<file path="src/rtl/branch_resolver_pkg.sv">
// Shared constants and the redirect classifier for the branch resolver.
// A queue entry packs {PC, PCPlus4, PredTaken, PredNextPC} from MSB to LSB.
package branch_resolver_pkg;

  localparam int WORD_SIZE   = 32;
  localparam int BRQ_DEPTH   = 4;

  // Entry field offsets (LSB position of each field)
  localparam int BRQ_NPC     = 0;
  localparam int BRQ_PRED    = WORD_SIZE;
  localparam int BRQ_PC4     = WORD_SIZE + 1;
  localparam int BRQ_PC      = 2 * WORD_SIZE + 1;
  localparam int BRQ_ENTRY_W = 3 * WORD_SIZE + 1;

  typedef enum logic [1:0] {
    REDIR_NONE     = 2'd0,
    REDIR_FALLTHRU = 2'd1,
    REDIR_TARGET   = 2'd2
  } redir_e;

  // A taken prediction with the wrong target is also a mispredict.
  function automatic redir_e classify(input logic pred, input logic actual,
                                      input logic npc_match);
    redir_e r;
    r = REDIR_NONE;
    if (pred && !actual)
      r = REDIR_FALLTHRU;
    else if (actual && (!pred || !npc_match))
      r = REDIR_TARGET;
    return r;
  endfunction

endpackage

</file>
<file path="src/rtl/branch_resolver_fifo.sv">
// Generic synchronous FIFO with push/pop/flush; head data is read combinationally.
// Flush and reset both clear pointers and count; flush wins over a same-cycle push.
module brq_fifo #(
  parameter int WIDTH = 8,
  parameter int DEPTH = 4,
  localparam int PTR_W = $clog2(DEPTH)
) (
  input  logic             clk,
  input  logic             rst,
  input  logic             push,
  input  logic             pop,
  input  logic             flush,
  input  logic [WIDTH-1:0] wdata,
  output logic [WIDTH-1:0] rdata,
  output logic [PTR_W:0]   count,
  output logic             full,
  output logic             empty
);

  logic [WIDTH-1:0] mem_q [DEPTH];
  logic [PTR_W-1:0] wr_ptr_q, wr_ptr_d;
  logic [PTR_W-1:0] rd_ptr_q, rd_ptr_d;
  logic [PTR_W:0]   count_q, count_d;
  logic             push_ok;
  logic             pop_ok;

  assign full    = (count_q == (PTR_W+1)'(DEPTH));
  assign empty   = (count_q == '0);
  assign count   = count_q;
  assign rdata   = mem_q[rd_ptr_q];
  // A push at full is only legal when the head leaves on the same edge.
  assign pop_ok  = pop & ~empty;
  assign push_ok = push & (~full | pop_ok);

  always_comb begin
    wr_ptr_d = wr_ptr_q;
    rd_ptr_d = rd_ptr_q;
    count_d  = count_q;
    if (flush) begin
      wr_ptr_d = '0;
      rd_ptr_d = '0;
      count_d  = '0;
    end else begin
      if (push_ok) wr_ptr_d = wr_ptr_q + PTR_W'(1);
      if (pop_ok)  rd_ptr_d = rd_ptr_q + PTR_W'(1);
      case ({push_ok, pop_ok})
        2'b10:   count_d = count_q + (PTR_W+1)'(1);
        2'b01:   count_d = count_q - (PTR_W+1)'(1);
        default: count_d = count_q;
      endcase
    end
  end

  always_ff @(posedge clk) begin
    if (rst) begin
      wr_ptr_q <= '0;
      rd_ptr_q <= '0;
      count_q  <= '0;
    end else begin
      wr_ptr_q <= wr_ptr_d;
      rd_ptr_q <= rd_ptr_d;
      count_q  <= count_d;
    end
  end

  always_ff @(posedge clk) begin
    if (push_ok && !flush)
      mem_q[wr_ptr_q] <= wdata;
  end

endmodule

</file>
<file path="src/rtl/branch_resolver.sv">
// Resolves each fetched instruction's prediction at E and issues a one-cycle redirect on mispredict.
// Define BRANCH_RESOLVER_STATS_EN to add BranchCount / MispredictCount outputs.
module branch_resolver
  import branch_resolver_pkg::*;
#(
  parameter int DEPTH = BRQ_DEPTH,
  localparam int PTR_W = $clog2(DEPTH)
) (
  input  logic                 clk,
  input  logic                 rst,
  input  logic                 PushF,
  input  logic [WORD_SIZE-1:0] CurrentPC,
  input  logic [WORD_SIZE-1:0] PCPlus4F,
  input  logic                 TakingBranch,
  input  logic [WORD_SIZE-1:0] NextInstruction,
  input  logic                 PopE,
  input  logic                 BranchE,
  input  logic                 ZeroE,
  input  logic [WORD_SIZE-1:0] PCTargetE,
  output logic [WORD_SIZE-1:0] ResolvedPC,
  output logic                 resetBranch,
  output logic [WORD_SIZE-1:0] SavedPC,
  output logic                 StallF,
`ifdef BRANCH_RESOLVER_STATS_EN
  output logic [31:0]          BranchCount,
  output logic [31:0]          MispredictCount,
`endif
  output logic                 Underflow
);

  logic [BRQ_ENTRY_W-1:0] q_wdata;
  logic [BRQ_ENTRY_W-1:0] q_rdata;
  logic [PTR_W:0]         q_count;
  logic                   q_full;
  logic                   q_empty;
  logic                   q_push;
  logic                   pop_valid;
  logic                   actual_taken;
  redir_e                 redir;
  logic                   mispredict;

  logic                   reset_branch_q, reset_branch_d;
  logic [WORD_SIZE-1:0]   saved_pc_q, saved_pc_d;
  logic                   underflow_q, underflow_d;

  logic [WORD_SIZE-1:0]   head_pc;
  logic [WORD_SIZE-1:0]   head_pc4;
  logic                   head_pred;
  logic [WORD_SIZE-1:0]   head_npc;

  assign q_wdata   = {CurrentPC, PCPlus4F, TakingBranch, NextInstruction};
  assign head_pc   = q_rdata[BRQ_PC  +: WORD_SIZE];
  assign head_pc4  = q_rdata[BRQ_PC4 +: WORD_SIZE];
  assign head_pred = q_rdata[BRQ_PRED];
  assign head_npc  = q_rdata[BRQ_NPC +: WORD_SIZE];

  // Fetch is still on the wrong path during the redirect cycle.
  assign q_push       = PushF & ~reset_branch_q;
  assign pop_valid    = PopE & ~q_empty;
  assign actual_taken = BranchE & ZeroE;
  assign redir        = classify(head_pred, actual_taken, head_npc == PCTargetE);
  assign mispredict   = pop_valid && (redir != REDIR_NONE);

  brq_fifo #(
    .WIDTH (BRQ_ENTRY_W),
    .DEPTH (DEPTH)
  ) u_fifo (
    .clk   (clk),
    .rst   (rst),
    .push  (q_push),
    .pop   (PopE),
    .flush (mispredict),
    .wdata (q_wdata),
    .rdata (q_rdata),
    .count (q_count),
    .full  (q_full),
    .empty (q_empty)
  );

  always_comb begin
    reset_branch_d = mispredict;
    saved_pc_d     = saved_pc_q;
    underflow_d    = underflow_q | (PopE & q_empty);
    case (redir)
      REDIR_FALLTHRU: if (pop_valid) saved_pc_d = head_pc4;
      REDIR_TARGET:   if (pop_valid) saved_pc_d = PCTargetE;
      default:        saved_pc_d = saved_pc_q;
    endcase
  end

  always_ff @(posedge clk) begin
    if (rst) begin
      reset_branch_q <= 1'b0;
      saved_pc_q     <= '0;
      underflow_q    <= 1'b0;
    end else begin
      reset_branch_q <= reset_branch_d;
      saved_pc_q     <= saved_pc_d;
      underflow_q    <= underflow_d;
    end
  end

  assign ResolvedPC  = (q_count == '0) ? '0 : head_pc;
  assign StallF      = q_full & ~PopE;
  assign resetBranch = reset_branch_q;
  assign SavedPC     = saved_pc_q;
  assign Underflow   = underflow_q;

`ifdef BRANCH_RESOLVER_STATS_EN
  logic [31:0] branch_count_q, branch_count_d;
  logic [31:0] mispredict_count_q, mispredict_count_d;

  always_comb begin
    branch_count_d     = branch_count_q;
    mispredict_count_d = mispredict_count_q;
    if (pop_valid && BranchE) branch_count_d = branch_count_q + 32'd1;
    if (mispredict)           mispredict_count_d = mispredict_count_q + 32'd1;
  end

  always_ff @(posedge clk) begin
    if (rst) begin
      branch_count_q     <= '0;
      mispredict_count_q <= '0;
    end else begin
      branch_count_q     <= branch_count_d;
      mispredict_count_q <= mispredict_count_d;
    end
  end

  assign BranchCount     = branch_count_q;
  assign MispredictCount = mispredict_count_q;
`endif

endmodule

</file>
<file path="config.mk">
export PLATFORM = sky130hd
export DESIGN_NAME = branch_resolver
export DESIGN_NICKNAME = d
export VERILOG_FILES = /design/src/rtl/branch_resolver_pkg.sv /design/src/rtl/branch_resolver_fifo.sv /design/src/rtl/branch_resolver.sv
export SDC_FILE = /design/constraint.sdc
export NUM_CORES = 1
export LEC_CHECK = 0
export CORE_ASPECT_RATIO = 0.8
export CORE_UTILIZATION = 30
export CTS_CLUSTER_DIAMETER = 60
export DETAILED_ROUTE_END_ITERATION = 8
export DONT_BUFFER_PORTS = 1
export SETUP_SLACK_MARGIN = 0.2
export SLEW_MARGIN = 15
export SYNTH_ARGS = -nofsm -noshare
export SYNTH_HDL_FRONTEND = slang
export SYNTH_SLANG_ARGS = --single-unit
</file>
<file path="constraint.sdc">
create_clock -name clk -period 13.6 [get_ports clk]
set_input_delay 1.36 -clock clk [delete_from_list [all_inputs] [get_ports clk]]
set_output_delay 1.36 -clock clk [all_outputs]
set_load 0.05 [all_outputs]
</file>
==> results.txt, run 1 <==
----------------------------------------------------
[Worst setup path]
  Critical-path maximum fanout ... 56
  Most frequent cell on the critical path ... sky130_fd_sc_hd__buf_4
  Start-to-end type of the worst setup path ... reg -> reg
  Category of the worst setup path capture point ... flip-flop
  Cell type of the slowest stage on the worst timing path ... sky130_fd_sc_hd__dfxtp_4
  Arrival time of the worst setup path ... 5.93 ns
  Cell type group with the largest total delay on the critical path ... buffers and inverters
  CP Cell Sequence ... buf_4, mux4_2, xor2_1, or4_4, nor4_4, nand4_4, a21oi_4, buf_4, buf_4
  Buf/Inv on CP ... 3
  Largest stage delay, worst path ... 0.80 ns
  WP data required ... 13.75 ns
  Critical path startpoint category ... flip-flop

[Global routing]
  Number of global-route vias before repair ... 8,383
  GRT Resource Usage Total ... 0.140
  Pin count of the biggest net entering global routing ... between 70 and 80
  Initial antenna violation count ... 2
  Global route total overflow ... 0
  Global-route wire length before repair ... between 50,000 and 60,000 um

[CTS]
  Clock transition time at the flip-flop clock pins of the worst setup and hold paths ... 0.06 ns
  Root buffer selected by CTS ... sky130_fd_sc_hd__clkbuf_16
  TritonCTS clock tree ... yes
  Post-CTS Hold Fix Bufs ... 0
  TritonCTS Sinks ... 431
  Post-CTS Setup Bufs ... 0
  Resized cells post-CTS ... 0
  Clock latency of the later-clocked register in the worst-skew pair ... between 0.5 and 0.6 ns
  Max Buffers Root-to-Sink ... 3
  Clock buffer count from CTS ... 40
  Number of H-tree levels ... 2

[Synthesis]
  Post-synth top area cell ... sky130_fd_sc_hd__edfxtp_1
  Unique masters post-synth ... 46
  Mapped Area ... 0.0169 mm^2
  Synthesized Nets ... 1,005
  Fraction of the yosys area taken by sequential cells ... 0.740
  Most frequent cell after synthesis ... sky130_fd_sc_hd__edfxtp_1
  Synthesized area per cell ... 19.6 um^2
  Commonest cells post-synth ... sky130_fd_sc_hd__edfxtp_1, sky130_fd_sc_hd__mux4_2, sky130_fd_sc_hd__nor2_1
  Fraction of synthesis flops using an asynchronous set or reset pin ... 0
  Most used DFF post-synth ... sky130_fd_sc_hd__edfxtp_1
  Synth Instances ... 864
  EDFF count, synth ... 388
  Flip-flop and latch count after synthesis ... 431
  Synth area leaders ... sky130_fd_sc_hd__edfxtp_1, sky130_fd_sc_hd__mux4_2, sky130_fd_sc_hd__dfxtp_1, sky130_fd_sc_hd__o221a_1, sky130_fd_sc_hd__a211oi_1
  Portion of synthesized cell area occupied by the leading cell type ... 0.689
  Synth Warn # ... 0

[STA]
  Highest clock rate ... 0.173 GHz
  Worst slew margin relative to its limit ... 0.294
  Unrepaired setup endpoints after global routing ... no
  Fin crit share ... 0.425
  Number of max-slew violations in the final report ... 0
  Tightest Pin Transition ... 1.06 ns
  Setup Skew ... around 0.023 ns
  Hold Violations, Final ... 0
  Count of endpoints failing setup in the final report ... 0
  Crit path time final ... ~5.8 ns
  Total Negative Setup Slacks ... 0 ns

[Die]
  Placeable core region ... between 0.05 and 0.06 mm^2
  Row Count ... 77
  Starting density of the core ... 0.305
  Die boundary height ... 214 um
  Die boundary width ... 267 um
  Floorplan die area ... 0.0573 mm^2
  I/O Pins ... 202

[Worst hold path]
  Hold path startpoint ... u_fifo.rd_ptr_q[1]
  Class of the tightest hold or removal check ... reg -> reg

[Place]
  Detailed placer's ending HPWL ... 26,400 um
  Number of buffers added on ports ... 0
  Final weighted congestion in routability-driven placement ... 0.776

[Route]
  Vias post-DR ... 8,005
  Drt wl/cell ... roughly 24 um
  DRC ... 0
  Vias per inst ... around 4.8
  Number of DRC markers after the initial detailed-route iteration ... 694
  Count of antenna-violating nets left after detailed routing ... 0
  Routed Wire Length ... 40,200 um
  First-pass iteration count of the detailed router ... 4

[Pwr]
  Leakage ... roughly 5.7 nW
  Peak supply drop ... 0.161 mV
  Pwr Total ... slightly above 4 mW
  Areal power density over the cells ... 211 mW/mm^2

[Final layout]
  # nets final ... 1,012
  Area growth from synthesis to layout ... 13.0%
  Final antenna diode count ... 0
  Share of cells above drive strength 1 ... 0.204

[Job]
  Max-Cap Viols ... 0

[Run status]
  Result of the run ... finished clean

----------------------------------------------------
-- worst register-to-register path: stages (launching register included) --
cell	delay, ns
sky130_fd_sc_hd__dfxtp_4	0.80
sky130_fd_sc_hd__buf_4	0.64
sky130_fd_sc_hd__mux4_2	0.60
sky130_fd_sc_hd__xor2_1	0.15
sky130_fd_sc_hd__or4_4	0.56
sky130_fd_sc_hd__nor4_4	0.34
sky130_fd_sc_hd__nand4_4	0.32
sky130_fd_sc_hd__a21oi_4	0.60
sky130_fd_sc_hd__buf_4	0.51
sky130_fd_sc_hd__buf_4	0.80
-- flip-flops by register name, indices dropped and copies added, names as in the netlist, named ones only --
name and cells:
u_fifo.mem_q 388, SavedPC 32, u_fifo.count 3, u_fifo.rd_ptr_q 2, u_fifo.wr_ptr_q 2, Underflow 1
resetBranch 1
-- placed cells by master (no fill, tap or decap), types with 4 or more instances in the layout --
cell	synthesis	routed
sky130_fd_sc_hd__mux2i_1	21	21
sky130_fd_sc_hd__a211oi_2	6	6
sky130_fd_sc_hd__o221a_2	5	5
sky130_fd_sc_hd__clkbuf_16	0	41
sky130_fd_sc_hd__edfxtp_1	388	388
sky130_fd_sc_hd__ha_1	5	5
sky130_fd_sc_hd__o221a_1	27	27
sky130_fd_sc_hd__nor2b_1	33	33
sky130_fd_sc_hd__xnor2_1	24	24
sky130_fd_sc_hd__clkbuf_1	22	11
sky130_fd_sc_hd__mux4_2	84	84
sky130_fd_sc_hd__dfxtp_1	43	41
sky130_fd_sc_hd__a21oi_4	0	4
sky130_fd_sc_hd__nand2_1	11	11
sky130_fd_sc_hd__a211oi_1	35	35
sky130_fd_sc_hd__buf_4	0	16
sky130_fd_sc_hd__xor2_1	14	14
sky130_fd_sc_hd__inv_1	6	6
sky130_fd_sc_hd__clkinv_1	0	5
sky130_fd_sc_hd__nor2_1	68	68
sky130_fd_sc_hd__clkinv_2	0	5
sky130_fd_sc_hd__bufinv_16	0	5
-- routing by layer --
metal / vias to the layer above / global-route usage / wire, um
met5: - / 0 / 10
met4: 2 / 0.0221 / 389
met3: 38 / 0.0761 / 5320
met2: 308 / 0.208 / 17900
met1: 4131 / 0.182 / 16600
li1: 3526 / - / -
-- area by class of cell --
type                            instances  area, um^2
Fill cell                            5248       36400
Sequential cell                       431       12500
Multi-Input combinational cell        376        4180
Clock buffer                           52        1070
Tap cell                              750         938
Clock inverter                         22         251
Timing Repair Buffer                   16         120
Inverter                                6        22.5
-- where the power goes --
part	switching, mW	total, mW	internal [mW]
registers	0.230	1.90	1.67
logic	0.628	0.991	0.363
clock network	0.483	1.14	0.654
total	1.34	4.03	2.69
-- logic make-up (layout without fill, tap and decap cells) --
family | count (synthesis) | in the layout | synth area share
DFF | 431 | 431 | 0.740
muxes | 108 | 108 | 0.129
xor gates and xnor gates | 38 | 38 | 0.0197
buffers and inverters | 57 | 96 | 0.0164
and+or+nand+nor | 129 | 129 | 0.0386
adders and majority gates | 6 | 6 | 0.00488
AOI/OAI and AO/OA | 95 | 95 | 0.0514
-- path summary, 6_finish.rpt --
path                                       endpoint  slack [ns]  cells past startpoint
worst max-delay path            u_fifo.mem_q[1][47]        7.82                      9
worst max register to register  u_fifo.mem_q[1][47]        7.82                      9
worst min-delay path                      flip-flop        0.58                      2
worst min register to register            flip-flop        0.58                      2
-- stage by stage --
| stage | hold WS, ns | instances | instance area [um^2] | util | worst slack (ns) |
|---|---|---|---|---|---|
| floorplan | 0.551 | 864 | 16900 | - | 5.39 |
| global placement | 0.558 | 1579 | 17800 | 0.320 | 7.77 |
| CTS | 0.580 | 1653 | 19100 | 0.344 | 7.69 |
| global route | 0.596 | 1653 | 19100 | 0.344 | 7.44 |
| detailed placement | 0.568 | 1579 | 17800 | 0.320 | 7.74 |
| finish | 0.581 | 1653 | 19100 | 0.344 | 7.82 |
Note: power is estimated with default switching activity, not from simulation.
==> inputs of run 2 (changes only) <==
==> constraint.sdc (replaced) <==
create_clock -name clk -period 5.65 [get_ports clk]
set_input_delay 0.565 -clock clk [delete_from_list [all_inputs] [get_ports clk]]
set_output_delay 0.565 -clock clk [all_outputs]
set_load 0.05 [all_outputs]
==> results.txt, run 2 (synthesized netlist as in run 1, its figures left out) <==
----------------------------------------------------
[STA]
  Crit path time final ... 3.99 ns (was 5.78 ns)
  Number of max-slew violations in the final report ... 0 (unchanged)
  Highest clock rate ... 0.251 GHz (was 0.173 GHz)
  Minimum hold slack ... 0.119 ns (was 0.581 ns)
  Hold Violations, Final ... 0 (unchanged)
  Unrepaired setup endpoints after global routing ... no (unchanged)
  Worst slew margin relative to its limit ... 0.230 (was 0.294)
  Count of endpoints failing setup in the final report ... 0 (unchanged)
  Tightest Pin Transition ... 1.15 ns (was 1.06 ns)
  Setup Skew ... 0.0168 ns (was 0.0229 ns)
  Fin crit share ... 0.706 (was 0.425)
  Total Negative Setup Slacks ... 0 ns (unchanged)
  Post-route worst setup slack ... 1.66 ns (was 7.82 ns)

[CTS]
  Resized cells post-CTS ... 0 (unchanged)
  Clock buffer count from CTS ... 40 (unchanged)
  Clock latency of the later-clocked register in the worst-skew pair ... 0.54 ns (was 0.55 ns)
  Clock transition time at the flip-flop clock pins of the worst setup and hold paths ... 0.07 ns (was 0.06 ns)
  Post-CTS Setup Bufs ... 0 (unchanged)
  Number of H-tree levels ... 2 (unchanged)
  Root buffer selected by CTS ... sky130_fd_sc_hd__clkbuf_16 (unchanged)
  Post-CTS Hold Fix Bufs ... 0 (unchanged)
  TritonCTS clock tree ... yes (unchanged)
  TritonCTS Sinks ... 431 (unchanged)
  Max Buffers Root-to-Sink ... 3 (unchanged)

[Route]
  Routed Wire Length ... 40,900 um (was 40,200 um)
  First-pass iteration count of the detailed router ... 5 (was 4)
  DRC ... 0 (unchanged)
  Drt wl/cell ... 24.8 um (was 24.3 um)
  Count of antenna-violating nets left after detailed routing ... 0 (unchanged)
  Vias post-DR ... 8,083 (was 8,005)
  Number of DRC markers after the initial detailed-route iteration ... 686 (was 694)
  Vias per inst ... 4.89 (was 4.84)

[Final layout]
  # nets final ... 1,014 (was 1,012)
  Share of the core filled with cells in the final layout ... 0.345 (was 0.344)
  Commonest non-fill, non-tap cells in the layout ... sky130_fd_sc_hd__edfxtp_1, sky130_fd_sc_hd__mux4_2, sky130_fd_sc_hd__nor2_1 (unchanged)
  Register with the highest flop count ... u_fifo.mem_q (unchanged)
  Share of cells above drive strength 1 ... 0.205 (was 0.204)
  Area growth from synthesis to layout ... 13.3% (was 13.0%)
  Flip-flop count of the largest register after layout ... 388 (unchanged)
  Most common cell after layout, fill and taps aside ... sky130_fd_sc_hd__edfxtp_1 (unchanged)

[Global routing]
  GRT Resource Usage Total ... 0.142 (was 0.140)
  Number of global-route vias before repair ... 8,206 (was 8,383)
  Initial antenna violation count ... 0 (was 2)
  Global-route wire length before repair ... 58,700 um (was 58,200 um)
  Global route total overflow ... 0 (unchanged)
  Pin count of the biggest net entering global routing ... 78 (unchanged)

[Job]
  Max-Cap Viols ... 0 (unchanged)

[Worst setup path]
  Start-to-end type of the worst setup path ... reg -> reg (unchanged)
  Cell type of the slowest stage on the worst timing path ... sky130_fd_sc_hd__dfxtp_4 (unchanged)
  Category of the worst setup path capture point ... flip-flop (unchanged)
  Arrival time of the worst setup path ... 4.15 ns (was 5.93 ns)
  Critical path startpoint category ... flip-flop (unchanged)
  Critical-path maximum fanout ... 45 (was 56)
  CP Cell Sequence ... mux4_2, xor2_1, or4_4, nor4_4, nand4_4, a21oi_4, buf_4 (was buf_4, mux4_2, xor2_1, or4_4, nor4_4, nand4_4, a21oi_4, buf_4, buf_4)
  WP data required ... 5.81 ns (was 13.75 ns)
  Largest stage delay, worst path ... 0.89 ns (was 0.80 ns)
  Internal reg-to-reg setup slack ... 1.66 ns (was 7.82 ns)

[Place]
  Worst slack at placement ... 1.57 ns (was 7.74 ns)
  Number of buffers added on ports ... 0 (unchanged)
  Final weighted congestion in routability-driven placement ... 0.761 (was 0.776)
  Detailed placer's ending HPWL ... 27,000 um (was 26,400 um)

[Die]
  Die boundary width ... 267 um (unchanged)
  Die boundary height ... 214 um (unchanged)
  Floorplan die area ... 0.0573 mm^2 (unchanged)
  Placeable core region ... 0.0555 mm^2 (unchanged)
  Row Count ... 77 (unchanged)
  I/O Pins ... 202 (unchanged)
  Starting density of the core ... 0.305 (unchanged)

[Worst hold path]
  Class of the tightest hold or removal check ... in -> reg (was reg -> reg)

[Pwr]
  Leakage ... 5.70 nW (was 5.68 nW)
  Peak supply drop ... 0.278 mV (was 0.161 mV)
  Areal power density over the cells ... 508 mW/mm^2 (was 211 mW/mm^2)
  Pwr Total ... 9.72 mW (was 4.03 mW)

[Run status]
  Result of the run ... finished clean (unchanged)

----------------------------------------------------
-- run 2: cell types whose count changed in the layout (fill, tap and decap cells not counted) --
cell                         before  now
sky130_fd_sc_hd__buf_4           16   14
sky130_fd_sc_hd__bufinv_16        5    4
sky130_fd_sc_hd__clkinv_1         5    6
sky130_fd_sc_hd__buf_12           0    4
sky130_fd_sc_hd__clkinv_4         2    0
sky130_fd_sc_hd__diode_2          0    1
sky130_fd_sc_hd__clkbuf_8         0    4
sky130_fd_sc_hd__inv_6            2    1
sky130_fd_sc_hd__clkbuf_1        11    7
sky130_fd_sc_hd__clkinvlp_4       3    2
-- run 2: per-layer routing --
metal,global-route usage,up-vias,share of wire
met5,0,-,0
met4,0.0248,0,0.013
met3,0.0845,44,0.15
met2,0.209,297,0.44
met1,0.180,4206,0.40
li1,-,3536,-
-- run 2: where the power goes --
| part | internal, mW | switching [mW] |
|---|---|---|
| Combinational | 0.891 | 1.55 |
| Clock | 1.56 | 1.15 |
| Sequential | 4.02 | 0.546 |
| Total | 6.48 | 3.25 |
-- run 2: final timing paths --
check | startpoint | endpoint | cells after the start
max | flip-flop | u_fifo.mem_q[2][93] | 7
min | PCPlus4F[9] | u_fifo.mem_q[0][42] | 0
max reg2reg | flip-flop | u_fifo.mem_q[2][93] | 7
min reg2reg | u_fifo.rd_ptr_q[1] | u_fifo.rd_ptr_q[1] | 2
-- run 2: layout make-up --
cell class	count	area [um^2]
Fill cell	5245	36300
Sequential cell	431	12500
Multi-Input combinational cell	376	4180
Clock buffer	52	1110
Tap cell	750	938
Clock inverter	18	191
Timing Repair Buffer	18	185
Inverter	6	22.5
Antenna cell	1	2.50
-- run 2: per-stage QoR --
| step | std cells | area, um^2 |
|---|---|---|
| after floorplan | 864 | 16900 |
| after global placement | 1581 | 17800 |
| after detailed placement | 1581 | 17800 |
| after CTS | 1651 | 19100 |
| after global routing | 1651 | 19100 |
| final | 1652 | 19200 |
-- run 2: critical path, delay by kind of cell (launching register included) --
family	cells	cell delay (ns)
flops	1	0.89
buf+inv	1	0.51
simple gates	3	1.17
mux	1	0.60
xor+xnor	1	0.15
compound gates	1	0.27
